File: config.mk
export PLATFORM = sky130hd
export DESIGN_NAME = data_memory_arbiter
export DESIGN_NICKNAME = d
export VERILOG_FILES = /design/src/rtl/data_memory_arbiter.sv
export SDC_FILE = /design/constraint.sdc
export NUM_CORES = 1
export LEC_CHECK = 0
export CORE_AREA = 4 4 228 230
export CTS_CLUSTER_DIAMETER = 100
export DETAILED_ROUTE_END_ITERATION = 7
export DIE_AREA = 0 0 232 234
export SYNTH_ARGS = -nofsm -noshare
export SYNTH_HDL_FRONTEND = slang
export SYNTH_SLANG_ARGS = --single-unit
File: constraint.sdc
create_clock -name clock -period 4.9 [get_ports clock]
set_input_delay 0.98 -clock clock [delete_from_list [all_inputs] [get_ports clock]]
set_output_delay 0.98 -clock clock [all_outputs]
set_load 0.02 [all_outputs]
File: src/rtl/data_memory_arbiter.sv
// -----------------------------------------------------------------------------
// data_memory_arbiter
//
// Shares the single-ported data_memory between the core load/store port and
// the DMA/debug port. At most one request is granted per cycle. The grant is
// combinational and arrives in the same cycle as the request. The winner's
// response (rvalid/rdata/err) is registered and appears in the following
// cycle. Back-to-back grants are fully pipelined.
//
// Arbitration:
//   default build        : the core has fixed priority. A saturating
//                          starvation counter lets DMA win once it has been
//                          denied STARVE_LIMIT cycles in a row.
//   DMEM_ARB_RR_EN build : two-way round-robin on a 1-bit last-winner
//                          register. STARVE_LIMIT is ignored.
//
// Memory map: word = addr[9:2] (256 x 64-bit), addr[1:0] ignored.
// A request is in range iff addr[63:10] == 0. An out-of-range request is
// granted and answered with err = 1, but never touches memory.
//
// Parameters:
//   STARVE_LIMIT   denied DMA cycles before DMA is forced through (1..255)
//
// Ports:
//   clock, reset_n                         clock, async active-low reset
//   core_req/we/addr/wdata                 core request
//   core_gnt                               core request accepted (comb)
//   core_rvalid/rdata/err                  core response (registered)
//   dma_*                                  same set for the DMA port
//   mem_write/mem_read/mem_address/
//   mem_write_data                         drive to data_memory
//   mem_read_data                          combinational data_memory output
// -----------------------------------------------------------------------------
module data_memory_arbiter #(
  parameter int unsigned STARVE_LIMIT = 4
) (
  input  logic        clock,
  input  logic        reset_n,

  input  logic        core_req,
  input  logic        core_we,
  input  logic [63:0] core_addr,
  input  logic [63:0] core_wdata,
  output logic        core_gnt,
  output logic        core_rvalid,
  output logic [63:0] core_rdata,
  output logic        core_err,

  input  logic        dma_req,
  input  logic        dma_we,
  input  logic [63:0] dma_addr,
  input  logic [63:0] dma_wdata,
  output logic        dma_gnt,
  output logic        dma_rvalid,
  output logic [63:0] dma_rdata,
  output logic        dma_err,

  output logic        mem_write,
  output logic        mem_read,
  output logic [63:0] mem_address,
  output logic [63:0] mem_write_data,
  input  logic [63:0] mem_read_data
);

  // ---------------------------------------------------------------------------
  // Winner selection (before reset gating)
  // ---------------------------------------------------------------------------
  logic core_sel;
  logic dma_sel;

`ifdef DMEM_ARB_RR_EN
  typedef enum logic {
    PORT_CORE = 1'b0,
    PORT_DMA  = 1'b1
  } port_e;

  port_e last_gnt;

  // On a conflict the port that did not win last time goes first.
  // NOTE: every always_comb output gets a default before any branch, so no
  // path can leave it unassigned and infer a latch.
  always_comb begin
    core_sel = core_req;
    dma_sel  = dma_req;
    if (core_req && dma_req) begin
      dma_sel  = (last_gnt == PORT_CORE);
      core_sel = (last_gnt == PORT_DMA);
    end
  end

  // Resets to DMA so the core wins the first conflict after reset.
  // NOTE: sequential state uses non-blocking assignments only, so every
  // register samples the pre-edge values of its inputs.
  always_ff @(posedge clock or negedge reset_n) begin
    if (!reset_n) begin
      last_gnt <= PORT_DMA;
    end else if (core_gnt) begin
      last_gnt <= PORT_CORE;
    end else if (dma_gnt) begin
      last_gnt <= PORT_DMA;
    end
  end
`else
  localparam logic [7:0] STARVE_MAX = 8'(STARVE_LIMIT);

  logic [7:0] starve_cnt;

  // Core has priority unless DMA has waited STARVE_LIMIT cycles in a row.
  // NOTE: every always_comb output gets a default before any branch, so no
  // path can leave it unassigned and infer a latch.
  always_comb begin
    dma_sel  = dma_req && (!core_req || (starve_cnt == STARVE_MAX));
    core_sel = core_req && !dma_sel;
  end

  // Counts consecutive denied DMA cycles and saturates at the limit. It clears
  // whenever DMA is granted or stops requesting.
  // NOTE: sequential state uses non-blocking assignments only, so every
  // register samples the pre-edge values of its inputs.
  always_ff @(posedge clock or negedge reset_n) begin
    if (!reset_n) begin
      starve_cnt <= '0;
    end else if (dma_req && !dma_gnt) begin
      if (starve_cnt != STARVE_MAX) begin
        starve_cnt <= starve_cnt + 8'd1;
      end
    end else begin
      starve_cnt <= '0;
    end
  end
`endif

  // Grants are forced low while reset is held. A transaction whose grant
  // cycle is hit by reset therefore never writes memory and never responds.
  assign core_gnt = reset_n && core_sel;
  assign dma_gnt  = reset_n && dma_sel;

  // ---------------------------------------------------------------------------
  // Winner request mux and memory drive
  // ---------------------------------------------------------------------------
  logic        win_we;
  logic [63:0] win_addr;
  logic [63:0] win_wdata;
  logic        win_in_range;
  logic        any_gnt;
  logic [63:0] resp_data;

  always_comb begin
    win_we       = dma_sel ? dma_we    : core_we;
    win_addr     = dma_sel ? dma_addr  : core_addr;
    win_wdata    = dma_sel ? dma_wdata : core_wdata;
    win_in_range = (win_addr[63:10] == '0);
    any_gnt      = core_gnt || dma_gnt;
  end

  always_comb begin
    mem_write      = 1'b0;
    mem_read       = 1'b0;
    mem_address    = '0;
    mem_write_data = '0;
    if (any_gnt) begin
      mem_address = win_addr;
      // Out-of-range requests are granted but must not touch memory.
      if (win_in_range) begin
        mem_write      = win_we;
        mem_read       = !win_we;
        mem_write_data = win_we ? win_wdata : '0;
      end
    end
  end

  // Data returned with the response: the memory word for an in-range read,
  // zero for writes and out-of-range requests.
  always_comb begin
    resp_data = '0;
    if (win_in_range && !win_we) begin
      resp_data = mem_read_data;
    end
  end

  // ---------------------------------------------------------------------------
  // Response registers. rvalid pulses for one cycle after each grant. rdata
  // and err hold until the next response on the same port.
  // ---------------------------------------------------------------------------
  always_ff @(posedge clock or negedge reset_n) begin
    if (!reset_n) begin
      core_rvalid <= 1'b0;
      core_rdata  <= '0;
      core_err    <= 1'b0;
    end else begin
      core_rvalid <= core_gnt;
      if (core_gnt) begin
        core_rdata <= resp_data;
        core_err   <= !win_in_range;
      end
    end
  end

  always_ff @(posedge clock or negedge reset_n) begin
    if (!reset_n) begin
      dma_rvalid <= 1'b0;
      dma_rdata  <= '0;
      dma_err    <= 1'b0;
    end else begin
      dma_rvalid <= dma_gnt;
      if (dma_gnt) begin
        dma_rdata <= resp_data;
        dma_err   <= !win_in_range;
      end
    end
  end

endmodule

==> flow_summary.json <==
{
  "post_synth_instance_area_um2": 7560,
  "clock_share_of_power_pct": 40.8,
  "p_sw_share_pct": 29.1,
  "i_o_pin_count": 590,
  "initial_core_util_pct": 15.2,
  "nNetsFinal": 1665,
  "dr.max_layer_used": "met5",
  "gp_congestion": 1.03,
  "port_buffers": 589,
  "hold_viol": 0,
  "comb_power_share_pct": 22.4,
  "rsz0062_at_grt": "false",
  "area_growth_syn_to_layout_pct": 99.0,
  "synthTopCellsByCount": "sky130_fd_sc_hd__dfrtp_1 (140), sky130_fd_sc_hd__nand2_1 (135), sky130_fd_sc_hd__a22o_1 (128)",
  "drt-total-wl_um": 45200,
  "post-route-min-period_ns": 4.84,
  "avgRoutedWirePerCell_um": 22.3,
  "detail_route.first_pass.iterations": 5,
  "crit_path_max_incr_delay_ns": 0.64,
  "cts-hold-fix-buffers": 0,
  "die_h_um": 234,
  "powerDensity_nw_per_um2": 210,
  "cap_viol_max_count": 0,
  "syn_nets": 1086,
  "timing.clock.skew_ns": 0.0158,
  "postSynthCellCount": 758,
  "fmax_mhz": 207,
  "status": "complete, no violations",
  "synth.yosys.warnings": 0,
  "route.detailed.drc": 0,
  "cts_tree": "built",
  "total_leakage_power_nw": 6.27,
  "clk_pin_slew_ns": 0.07,
  "path_delay_family": "buffers and inverters",
  "cell_internal_pwr_mw": 2.24,
  "critical_setup_path_kind": "in2out",
  "relative_slew_margins_pct": 35.6,
  "cts_sinks": 140,
  "route.met2.wl_um": 22300,
  "die_area_um2": 54300,
  "yosys_most_used_dff": "sky130_fd_sc_hd__dfrtp_1",
  "detail-route-antenna-nets": 0,
  "via_count_of_the_first_global_routing_pass": 9032,
  "gr-usage-all-layers_pct": 15.9,
  "via_per_inst": 4.32,
  "synth_most_common_cell": "sky130_fd_sc_hd__dfrtp_1",
  "tritoncts.num_buffers": 17,
  "power_frac_seq_pct": 36.8,
  "ys_ff_latch": 140,
  "synth_top_area_cell": "sky130_fd_sc_hd__dfrtp_1",
  "total_power_mw": 3.16,
  "worstPathCellList": "clkdlybuf4s50_1 > nor4_2 > buf_4 > nand4_1 > nor3_2 > o22ai_4 > buf_4 > nor3_1 > clkdlybuf4s50_1",
  "asyncSetResetFlopFracSynth_pct": 100,
  "cts-root-to-sink-buffers": 2,
  "global_route.overflow_total": 0,
  "setup-violations-final": 0,
  "timing.critical_path.buf_inv": 4,
  "met3_wirelength_um": 4210,
  "clock-root-buffer": "sky130_fd_sc_hd__clkbuf_16",
  "global_route_wire_length_before_repair_um": 63200,
  "worst_ir_drop_vdd_mv": 0.161,
  "worstSkewPairLatency_ns": 0.45,
  "cts_htree_levels": 4,
  "worst_pin_slew_ns": 0.967,
  "maximum_number_of_pins_on_one_net_before_global_route_repair": 67,
  "number_of_different_library_cells_in_the_post_synthesis_netlist": 35,
  "report.final.slew_viol_count": 0,
  "worst-path-max-fanout": 9,
  "synth.yosys.seq_area_share_pct": 46.4,
  "synth_top_cells_by_area": "sky130_fd_sc_hd__dfrtp_1 (46%), sky130_fd_sc_hd__a22o_1 (15%), sky130_fd_sc_hd__mux2i_1 (8.6%), sky130_fd_sc_hd__nand2_1 (6.7%), sky130_fd_sc_hd__nor3_2 (5.3%)",
  "drt_iter0_markers": 551,
  "fin_worst_hold_slack_ns": 0.367,
  "dp_hpwl_um": 36700,
  "layout_worst_path_cycle_share_pct": 98.8,
  "worst_ep_required_time_ns": 3.92,
  "classification_of_the_worst_slack_hold_path": "in2async",
  "core.rowCount": 82,
  "initial_antenna_violation_count": 10,
  "cp_slowest_cell": "sky130_fd_sc_hd__clkdlybuf4s50_1",
  "yosysTopAreaCellShare_pct": 46.4,
  "route.vias.total": 8757,
  "nature_of_the_critical_path_startpoint": "primary input",
  "timing.setup.tns_ns": 0,
  "fillerInstances": 5243,
  "met1_length_um": 17500,
  "core_area_um2": 49900,
  "critical_path.endpoint_type": "output pin",
  "synth_area_per_cell_um2": 9.97,
  "arrival_time_at_the_worst_endpoint_ns": 3.86,
  "drive_gt1_share_pct": 11.9,
  "psw_mw": 0.918,
  "synth-edff-count": 0,
  "fp.dieW_um": 232
}
cells by family after synthesis:
| kind of cell | Yosys count | share of synthesized area (%) |
|---|---|---|
| simple gates | 270 | 19.1 |
| compound gates | 202 | 20.1 |
| flops | 140 | 46.4 |
| buf+inv | 74 | 4.93 |
| mux | 65 | 8.61 |
| xor+xnor | 5 | 0.579 |
| fa+ha+maj | 2 | 0.331 |
power by group through the flow:
stage | clock [mW] | sequential (mW) | combinational [mW]
3_3_place_gp | 0 | 1.18 | 0.702
6_report | 1.29 | 1.16 | 0.708
3_5_place_dp | 0 | 1.18 | 0.708
4_1_cts | 1.36 | 1.16 | 0.712
2_1_floorplan | 0 | 1.18 | 0.222
5_1_grt | 1.40 | 1.16 | 0.752
layout by cell type (no fill, tap or decap), types with 2 or more instances in the layout:
master | synthesis | layout
sky130_fd_sc_hd__a21oi_1 | 65 | 65
sky130_fd_sc_hd__a22o_1 | 128 | 128
sky130_fd_sc_hd__and3_1 | 4 | 3
sky130_fd_sc_hd__buf_12 | 0 | 10
sky130_fd_sc_hd__buf_4 | 8 | 56
sky130_fd_sc_hd__clkbuf_16 | 0 | 17
sky130_fd_sc_hd__clkdlybuf4s50_1 | 0 | 560
sky130_fd_sc_hd__clkinv_4 | 0 | 4
sky130_fd_sc_hd__clkinvlp_4 | 0 | 2
sky130_fd_sc_hd__dfrtp_1 | 140 | 140
sky130_fd_sc_hd__diode_2 | 0 | 5
sky130_fd_sc_hd__dlymetal6s2s_1 | 0 | 3
sky130_fd_sc_hd__ha_1 | 2 | 2
sky130_fd_sc_hd__inv_1 | 3 | 3
sky130_fd_sc_hd__inv_6 | 0 | 4
sky130_fd_sc_hd__inv_8 | 0 | 2
sky130_fd_sc_hd__mux2i_1 | 65 | 65
sky130_fd_sc_hd__nand2_1 | 135 | 133
sky130_fd_sc_hd__nand3_1 | 8 | 7
sky130_fd_sc_hd__nand4_1 | 5 | 5
sky130_fd_sc_hd__nor2_1 | 16 | 16
sky130_fd_sc_hd__nor3_1 | 31 | 31
sky130_fd_sc_hd__nor3_2 | 40 | 40
sky130_fd_sc_hd__nor4_1 | 26 | 17
sky130_fd_sc_hd__nor4_2 | 0 | 8
sky130_fd_sc_hd__xnor2_1 | 4 | 4
path summary, 6_finish.rpt:
check / depth (start not counted) / slack, ns / endpoint / start
setup / recovery: 9 / 0.06 / mem_write_data[16] / dma_addr[41]
hold / removal: 1 / 0.37 / starve_cnt[1] / reset_n
setup reg to reg: 9 / 2.01 / dma_rdata[8] / starve_cnt[0]
hold reg to reg: 1 / 0.50 / core_rdata[29] / core_rdata[29]
max in group asynchronous: 3 / 2.54 / dma_rdata[3] / reset_n
min in group clock: 1 / 0.50 / core_rdata[29] / core_rdata[29]
registers in the layout, summed over array words and instances (netlist names):
name and count:
core_err 1, dma_rdata 64, dma_err 1, core_rdata 64
starve_cnt 8, core_rvalid 1, dma_rvalid 1
stage by stage:
step | cell area (µm²) | util, % | cells | setup slack [ns]
final | 15000 | 30.2 | 2027 | 0.0584
after global routing | 15000 | 30.1 | 2023 | 0.00317
after CTS | 15000 | 30.0 | 2022 | 0.0199
after detailed placement | 14400 | 28.8 | 1990 | -0.124
after global placement | 14400 | 28.8 | 1990 | -0.201
after floorplan | 7560 | - | 758 | 1.37
area by class of cell:
| class | count | area, µm² | area share, % |
|---|---|---|---|
| Antenna cell | 5 | 12.5 | 0.0832 |
| Clock buffer | 17 | 425 | 2.83 |
| Clock inverter | 15 | 159 | 1.06 |
| Inverter | 4 | 15.0 | 0.0999 |
| Multi-Input combinational cell | 544 | 3800 | 25.3 |
| Sequential cell | 140 | 3500 | 23.3 |
| Tap cell | 672 | 841 | 5.59 |
| Timing Repair Buffer | 630 | 6270 | 41.7 |
what timing repair did:
item | in CTS | in global routing
resized for setup | 4 | 9
pin swaps | 0 | 1
endpoints found under the setup margin | 44 | 44
setup buffers | 0 | 0
worst register-to-register path, stage by stage, from the launching register on:
cell	delay (ns)
sky130_fd_sc_hd__dfrtp_1	0.41
sky130_fd_sc_hd__inv_1	0.10
sky130_fd_sc_hd__ha_1	0.22
sky130_fd_sc_hd__nor4bb_2	0.39
sky130_fd_sc_hd__a21oi_4	0.16
sky130_fd_sc_hd__nor3_2	0.32
sky130_fd_sc_hd__buf_4	0.18
sky130_fd_sc_hd__and4b_2	0.50
sky130_fd_sc_hd__buf_12	0.31
sky130_fd_sc_hd__a22o_1	0.23
per-layer routing:
| metal | GRT usage (%) | vias to the layer above |
|---|---|---|
| met1 | 18.4 | 4246 |
| met4 | 4.32 | 10 |
| met5 | 0 | - |
| met2 | 27.7 | 471 |
| li1 | - | 3973 |
| met3 | 5.84 | 57 |
(Power assumes the default switching activity.)
